## src/rtl/stage_5_byte_packer.sv

```systemverilog
// Purpose: packs 0..5 bytes per cycle into a circular byte FIFO with a frame-end tag, and presents the bytes one at a time.
// Latency: a byte written on one edge is visible at the output (show-ahead) right after that edge.
// Backpressure: out_ready stalls pops; a group that does not fit is dropped whole and out_overflow is set.
module stage_5_byte_packer #(
  parameter int S5_BITSTREAM_WIDTH = 8,
  parameter int S5_FIFO_DEPTH      = 16,
  parameter int S5_ADDR_WIDTH      = 4
) (
  input  logic                          s5_clk,
  input  logic                          s5_reset,
  input  logic [S5_BITSTREAM_WIDTH-1:0] in_bit_1,
  input  logic [S5_BITSTREAM_WIDTH-1:0] in_bit_2,
  input  logic [S5_BITSTREAM_WIDTH-1:0] in_bit_3,
  input  logic [S5_BITSTREAM_WIDTH-1:0] in_bit_4,
  input  logic [S5_BITSTREAM_WIDTH-1:0] in_bit_5,
  input  logic [2:0]                    in_flag,
  input  logic                          in_flag_last,
  output logic [S5_BITSTREAM_WIDTH-1:0] out_byte,
  output logic                          out_valid,
  input  logic                          out_ready,
  output logic                          out_last,
  output logic                          out_done,
  output logic [S5_ADDR_WIDTH:0]        out_level,
  output logic                          out_overflow,
  output logic                          out_flag_error
);

  typedef logic [S5_ADDR_WIDTH-1:0] ptr_t;
  typedef logic [S5_ADDR_WIDTH:0]   lvl_t;
  typedef enum logic [1:0] {ST_IDLE, ST_ACTIVE, ST_FLUSH, ST_DONE} state_t;

  logic [S5_BITSTREAM_WIDTH-1:0] mem_q [S5_FIFO_DEPTH];
  logic [S5_BITSTREAM_WIDTH-1:0] mem_d [S5_FIFO_DEPTH];
  logic [S5_FIFO_DEPTH-1:0]      tag_q, tag_d;
  ptr_t                          wr_ptr_q, wr_ptr_d, rd_ptr_q, rd_ptr_d;
  lvl_t                          level_q, level_d;
  logic                          overflow_q, overflow_d;
  logic                          flag_error_q, flag_error_d;
  state_t                        state_q, state_d;

  logic [S5_BITSTREAM_WIDTH-1:0] in_bytes [5];
  logic       in_ignored, flag_bad, last_in, drop, accept, pop;
  logic [2:0] n_req, n_acc;
  lvl_t       free_space;
  ptr_t       idx;

  assign in_bytes[0] = in_bit_1;
  assign in_bytes[1] = in_bit_2;
  assign in_bytes[2] = in_bit_3;
  assign in_bytes[3] = in_bit_4;
  assign in_bytes[4] = in_bit_5;

  assign out_valid      = (level_q != '0);
  assign out_byte       = mem_q[rd_ptr_q];
  assign out_last       = tag_q[rd_ptr_q] && out_valid;
  assign out_done       = (state_q == ST_DONE);
  assign out_level      = level_q;
  assign out_overflow   = overflow_q;
  assign out_flag_error = flag_error_q;

  // Decode the input group: ignore it once the frame end is seen, size-check against pre-pop space.
  always_comb begin
    in_ignored = (state_q == ST_FLUSH) || (state_q == ST_DONE);
    flag_bad   = (in_flag > 3'd5);
    n_req      = (in_ignored || flag_bad) ? 3'd0 : in_flag;
    last_in    = in_flag_last && !in_ignored;
    free_space = lvl_t'(S5_FIFO_DEPTH) - level_q;
    drop       = (n_req != 3'd0) && (lvl_t'(n_req) > free_space);
    accept     = (n_req != 3'd0) && !drop;
    n_acc      = accept ? n_req : 3'd0;
    pop        = out_valid && out_ready;
  end

  // FIFO datapath: pop clears the head tag, accepted bytes land at wr_ptr.., frame end tags the newest byte.
  always_comb begin
    mem_d        = mem_q;
    tag_d        = tag_q;
    wr_ptr_d     = wr_ptr_q + ptr_t'(n_acc);
    rd_ptr_d     = rd_ptr_q;
    idx          = '0;
    overflow_d   = overflow_q | drop;
    flag_error_d = flag_error_q | (flag_bad && !in_ignored);
    level_d      = level_q + lvl_t'(n_acc) - lvl_t'(pop);
    if (pop) begin
      tag_d[rd_ptr_q] = 1'b0;
      rd_ptr_d        = rd_ptr_q + ptr_t'(1);
    end
    for (int i = 0; i < 5; i++) begin
      if (3'(i) < n_acc) begin
        idx        = wr_ptr_q + ptr_t'(i);
        mem_d[idx] = in_bytes[i];
        tag_d[idx] = last_in && (3'(i) == n_acc - 3'd1);
      end
    end
    // Frame end without new data: tag the newest buffered byte unless it is leaving this cycle.
    if (last_in && !accept && (level_q != '0) && !(pop && (level_q == lvl_t'(1)))) begin
      tag_d[wr_ptr_q - ptr_t'(1)] = 1'b1;
    end
  end

  // Frame FSM: an empty FIFO after the frame end goes straight to DONE, otherwise drain in FLUSH.
  always_comb begin
    state_d = state_q;
    case (state_q)
      ST_IDLE, ST_ACTIVE: begin
        if (last_in) begin
          state_d = (level_d == '0) ? ST_DONE : ST_FLUSH;
        end else if (accept) begin
          state_d = ST_ACTIVE;
        end
      end
      ST_FLUSH: begin
        if (pop && tag_q[rd_ptr_q]) state_d = ST_DONE;
      end
      default: state_d = ST_DONE;
    endcase
  end

  // Control state with synchronous reset.
  always_ff @(posedge s5_clk) begin
    if (s5_reset) begin
      tag_q        <= '0;
      wr_ptr_q     <= '0;
      rd_ptr_q     <= '0;
      level_q      <= '0;
      overflow_q   <= 1'b0;
      flag_error_q <= 1'b0;
      state_q      <= ST_IDLE;
    end else begin
      tag_q        <= tag_d;
      wr_ptr_q     <= wr_ptr_d;
      rd_ptr_q     <= rd_ptr_d;
      level_q      <= level_d;
      overflow_q   <= overflow_d;
      flag_error_q <= flag_error_d;
      state_q      <= state_d;
    end
  end

  // Byte storage carries no reset; contents are only observed while out_valid is high.
  always_ff @(posedge s5_clk) begin
    mem_q <= mem_d;
  end

endmodule

```

## config.mk

```make
export PLATFORM = sky130hd
export DESIGN_NAME = stage_5_byte_packer
export DESIGN_NICKNAME = d
export VERILOG_FILES = /design/src/rtl/stage_5_byte_packer.sv
export SDC_FILE = /design/constraint.sdc
export NUM_CORES = 1
export LEC_CHECK = 0
export CORE_MARGIN = 3
export CORE_UTILIZATION = 50
export CTS_CLUSTER_DIAMETER = 200
export DETAILED_ROUTE_END_ITERATION = 6
export HOLD_SLACK_MARGIN = 0.06
export PLACE_DENSITY = 0.68
export SYNTH_ARGS = -nofsm -noshare
export SYNTH_HDL_FRONTEND = slang
export SYNTH_SLANG_ARGS = --single-unit
export TNS_END_PERCENT = 1
```

## constraint.sdc

```tcl
create_clock -name s5_clk -period 12.1 [get_ports s5_clk]
set_input_delay 2.42 -clock s5_clk [delete_from_list [all_inputs] [get_ports s5_clk]]
set_output_delay 2.42 -clock s5_clk [all_outputs]
set_load 0.05 [all_outputs]
```

==> impl_results.md <==
* Required time at the worst-slack endpoint at 12.46 ns
* Category of the worst setup path capture point: flip-flop
* Die area at 0.0295 sq mm
* Final Net Count at around 1700
* Wire length on met2 at 25900 um
* DRC violation count after routing at 10
* Slew headroom at 0.110
* Leakage component of the power at 5.80 nW
* Global routing usage summed across all routing layers at 0.424
* Number of nets with antenna violations after routing at 0
* Clock Pin Slew Worst Setup and Hold Paths at 0.07 ns
* Area of the core at 0.0270 sq mm
* Least-Margin Pin Slew at 1.33 ns
* Total length of routed wires at roughly 64000 um
* Number of levels in the clock H-tree at 4
* Violations in the final reports: DRC
* Final setup skew at 0.0130 ns
* EDFF count, synth at 0
* Crit-path slowest cell: sky130_fd_sc_hd__o2111a_1
* Post-CTS repair timing setup buffer count at 0
* Number of top-level design ports at 65
* Footprint of the multi-input gates at approximately 0.0096 sq mm
* Top fanout value on the critical path at 21
* Iteration-0 DRC count of the detailed router at 2705
* Count of antenna diodes in the layout at 0
* Count of final hold-check violations at 0
* PwrDens at 225 mW/mm^2
* Ys Warns at 0
* Hpwl dp at 42400 um
* Fraction of synthesis flops using an asynchronous set or reset pin at 0
* Share of synthesized area occupied by flip-flops and latches at 0.235
* Met3 routed WL at approximately 10000 um
* Delay of the slowest cell on the worst path at 0.77 ns
* Post-Syn Area at 0.0137 sq mm
* Flip-flop and latch count after synthesis at 161
* CTS hold repair buffers at 0
* Number of global-route vias before repair at 14200
* Root Buffer Master: sky130_fd_sc_hd__clkbuf_16
* Cell breakdown of the critical path: clkdlybuf4s50_1 -> or3b_1 -> inv_1 -> ha_1 -> nand3_1 -> o2111a_1 -> nand2_1 -> nand2_1 -> ha_1 -> fa_1 -> inv_1 -> a21o_1 -> a21oi_1 -> xnor2_1 -> a41oi_1 -> a311oi_1
* Primary FF master, synth: sky130_fd_sc_hd__dfxtp_1
* Number of maximum-capacitance violations at 0
* Min Tclk post-route at 7.72 ns
* Pin count of the biggest net entering global routing at 65
* Post-route cell area at 0.0150 sq mm
* Number of different library cells in the post-synthesis netlist at 94
* Number of vias after detailed routing at between 15000 and 20000
* Placed standard-cell area at 0.0144 sq mm
* Initial antenna violation count at 0
* Number of vias per cell after detailed routing at just under 8
* Cells after synthesis at 1650
* CP Buf/Inv Count at 3
* Port-buffer cells at 64
* Clock tree from TritonCTS: done
* Synth area leader: sky130_fd_sc_hd__dfxtp_1
* Std cell rows at 60
* Count of fill cells added during filler insertion at 2541
* Pins over their slew limit at 0
* M1 wire length at around 24000 um
* Final RePlAce weighted congestion at ~1.1
* Average cell area after synthesis at 8.32 sq um
* Synth-to-Final Area Change at 9.28%
* Routed wire length per instance at 32.7 um
* RSZ-0062 raised after global routing: false
* Top cells by area, synth: sky130_fd_sc_hd__dfxtp_1, sky130_fd_sc_hd__mux2i_1, sky130_fd_sc_hd__mux4_2
* Final total negative setup slack at 0 ns
* Clock sinks at 161
* First drt pass iteration count at 7
* Buffers from clock root to sink, at most at 2
* Mapped Nets at 1723
* Critical Path Source Type: input pin
* Commonest cells in the netlist: sky130_fd_sc_hd__nor2_1, sky130_fd_sc_hd__dfxtp_1, sky130_fd_sc_hd__o22ai_1, sky130_fd_sc_hd__mux2i_1, sky130_fd_sc_hd__nand2_1
* Run status: finished, violations left
* Overflow left after global routing at 0
* Final Util at 0.557
* Dominant cell by count in the synthesized netlist: sky130_fd_sc_hd__nor2_1
* DR top layer: met4
* Number of clock buffers inserted by TritonCTS at 17
* Final Hold Slack at just under 0.5 ns
* Hold crit path type: reg2reg
* Die extent in x at ~170 um
* Fmax at 0.130 GHz
* Cts repair resizes at 0
* Final period util at 0.638
* Delay-heaviest family, CP: simple AND/OR/NAND/NOR gates
* Critical path class: in2reg
* Clock latency at the later pin of the worst-skew pair at 0.46 ns
* Area share of the largest cell type after synthesis at 0.235
* Total area of sequential cells at about 0.0032 sq mm
* Maximum vdd ir drop at 0.000170 V
* Fraction of layout instances using a drive strength above 1 at 0.139
* Signal arrival time at the worst endpoint at between 8 and 9 ns
* Global-route wire length before repair at approximately 93000 um
* Vertical die dimension at around 170 um
* Number of endpoints failing setup at the final stage at 0
* Starting Density at 0.509
report_power, final:
part	internal [W]	total, W	switching (W)	leakage [nW]
Sequential	0.000770	0.000927	0.000157	1.34
Clock	0.000334	0.000592	0.000258	0.303
Combinational	0.000707	0.00185	0.00114	4.16
Total	0.00181	0.00337	0.00156	5.80
per-stage QoR:
stage | cells | setup slack (ns) | power (W)
final | 1955 | 4.38 | 0.00337
after global routing | 1955 | 4.13 | 0.00349
after CTS | 1955 | 4.55 | 0.00329
after detailed placement | 1923 | 4.11 | 0.00270
after global placement | 1923 | 4.23 | 0.00268
after floorplan | 1650 | 6.00 | 0.00220
worst paths after layout:
path         slack [ns]                 startpoint                         to  depth (start not counted)
max                4.38                 in_flag[2]    state_q[0]$_SDFFE_PP0P_                         16
min                0.48  out_flag_error$_SDFF_PP0_  out_flag_error$_SDFF_PP0_                          2
max reg2reg        6.51    state_q[1]$_SDFFE_PP0P_    state_q[0]$_SDFFE_PP0P_                         16
min reg2reg        0.48  out_flag_error$_SDFF_PP0_  out_flag_error$_SDFF_PP0_                          2
layer usage:
metal,up-vias,GRT usage
met5,-,0.00502
met4,0,0.184
met3,331,0.170
met2,1423,0.611
met1,7118,0.560
li1,6292,-
layout by cell type, fill, tap and decap left out, drive strengths merged, types with 9 or more instances in the layout:
master         count
nor2             187
dfxtp            161
o22ai            108
mux2i            103
nand2            101
o21ai             74
a21oi             68
clkdlybuf4s50     64
a211o             49
buf               48
a211oi            48
nand3             47
mux4              45
o211ai            45
inv               35
mux2              31
a31oi             29
nor3              26
o22a              24
ha                24
o221ai            23
nor4              18
clkbuf            18
or3               17
a22oi             16
and3              14
o21a              12
and2              11
nor4b             11
o2111ai           11
xor2              10
a21boi             9
layout make-up:
cell class | count | area share
Clock buffer | 18 | 0.0293
Clock inverter | 14 | 0.0120
Inverter | 31 | 0.00776
Multi-Input combinational cell | 1278 | 0.641
Sequential cell | 161 | 0.215
Tap cell | 341 | 0.0284
Timing Repair Buffer | 112 | 0.0667
worst reg2reg max path: cells and delay by family (launching register included):
family | cells | cell delay, ns
AO/OA/AOI/OAI | 5 | 1.32
XOR/XNOR | 1 | 0.20
adder cells (fa/ha/maj) | 3 | 1.12
buffers and inverters | 3 | 0.81
flip-flops | 1 | 0.30
AND/OR/NAND/NOR | 4 | 1.75
flip-flops by register name, summed over array words and instances, names as in the netlist:
name and count:
out_overflow 1, tag_q 16, rd_ptr_q 4, out_level 5
mem_q 128, wr_ptr_q 4, state_q 2, out_flag_error 1
cell families after synthesis:
| logic type | Yosys count | share of synthesized area |
|---|---|---|
| muxes | 179 | 0.174 |
| AOI/OAI and AO/OA | 578 | 0.314 |
| xor gates and xnor gates | 17 | 0.0114 |
| DFF | 161 | 0.235 |
| buffers and inverters | 211 | 0.0672 |
| adders and majority gates | 26 | 0.0248 |
| and+or+nand+nor | 478 | 0.174 |
Note: power is estimated with default switching activity, not from simulation.
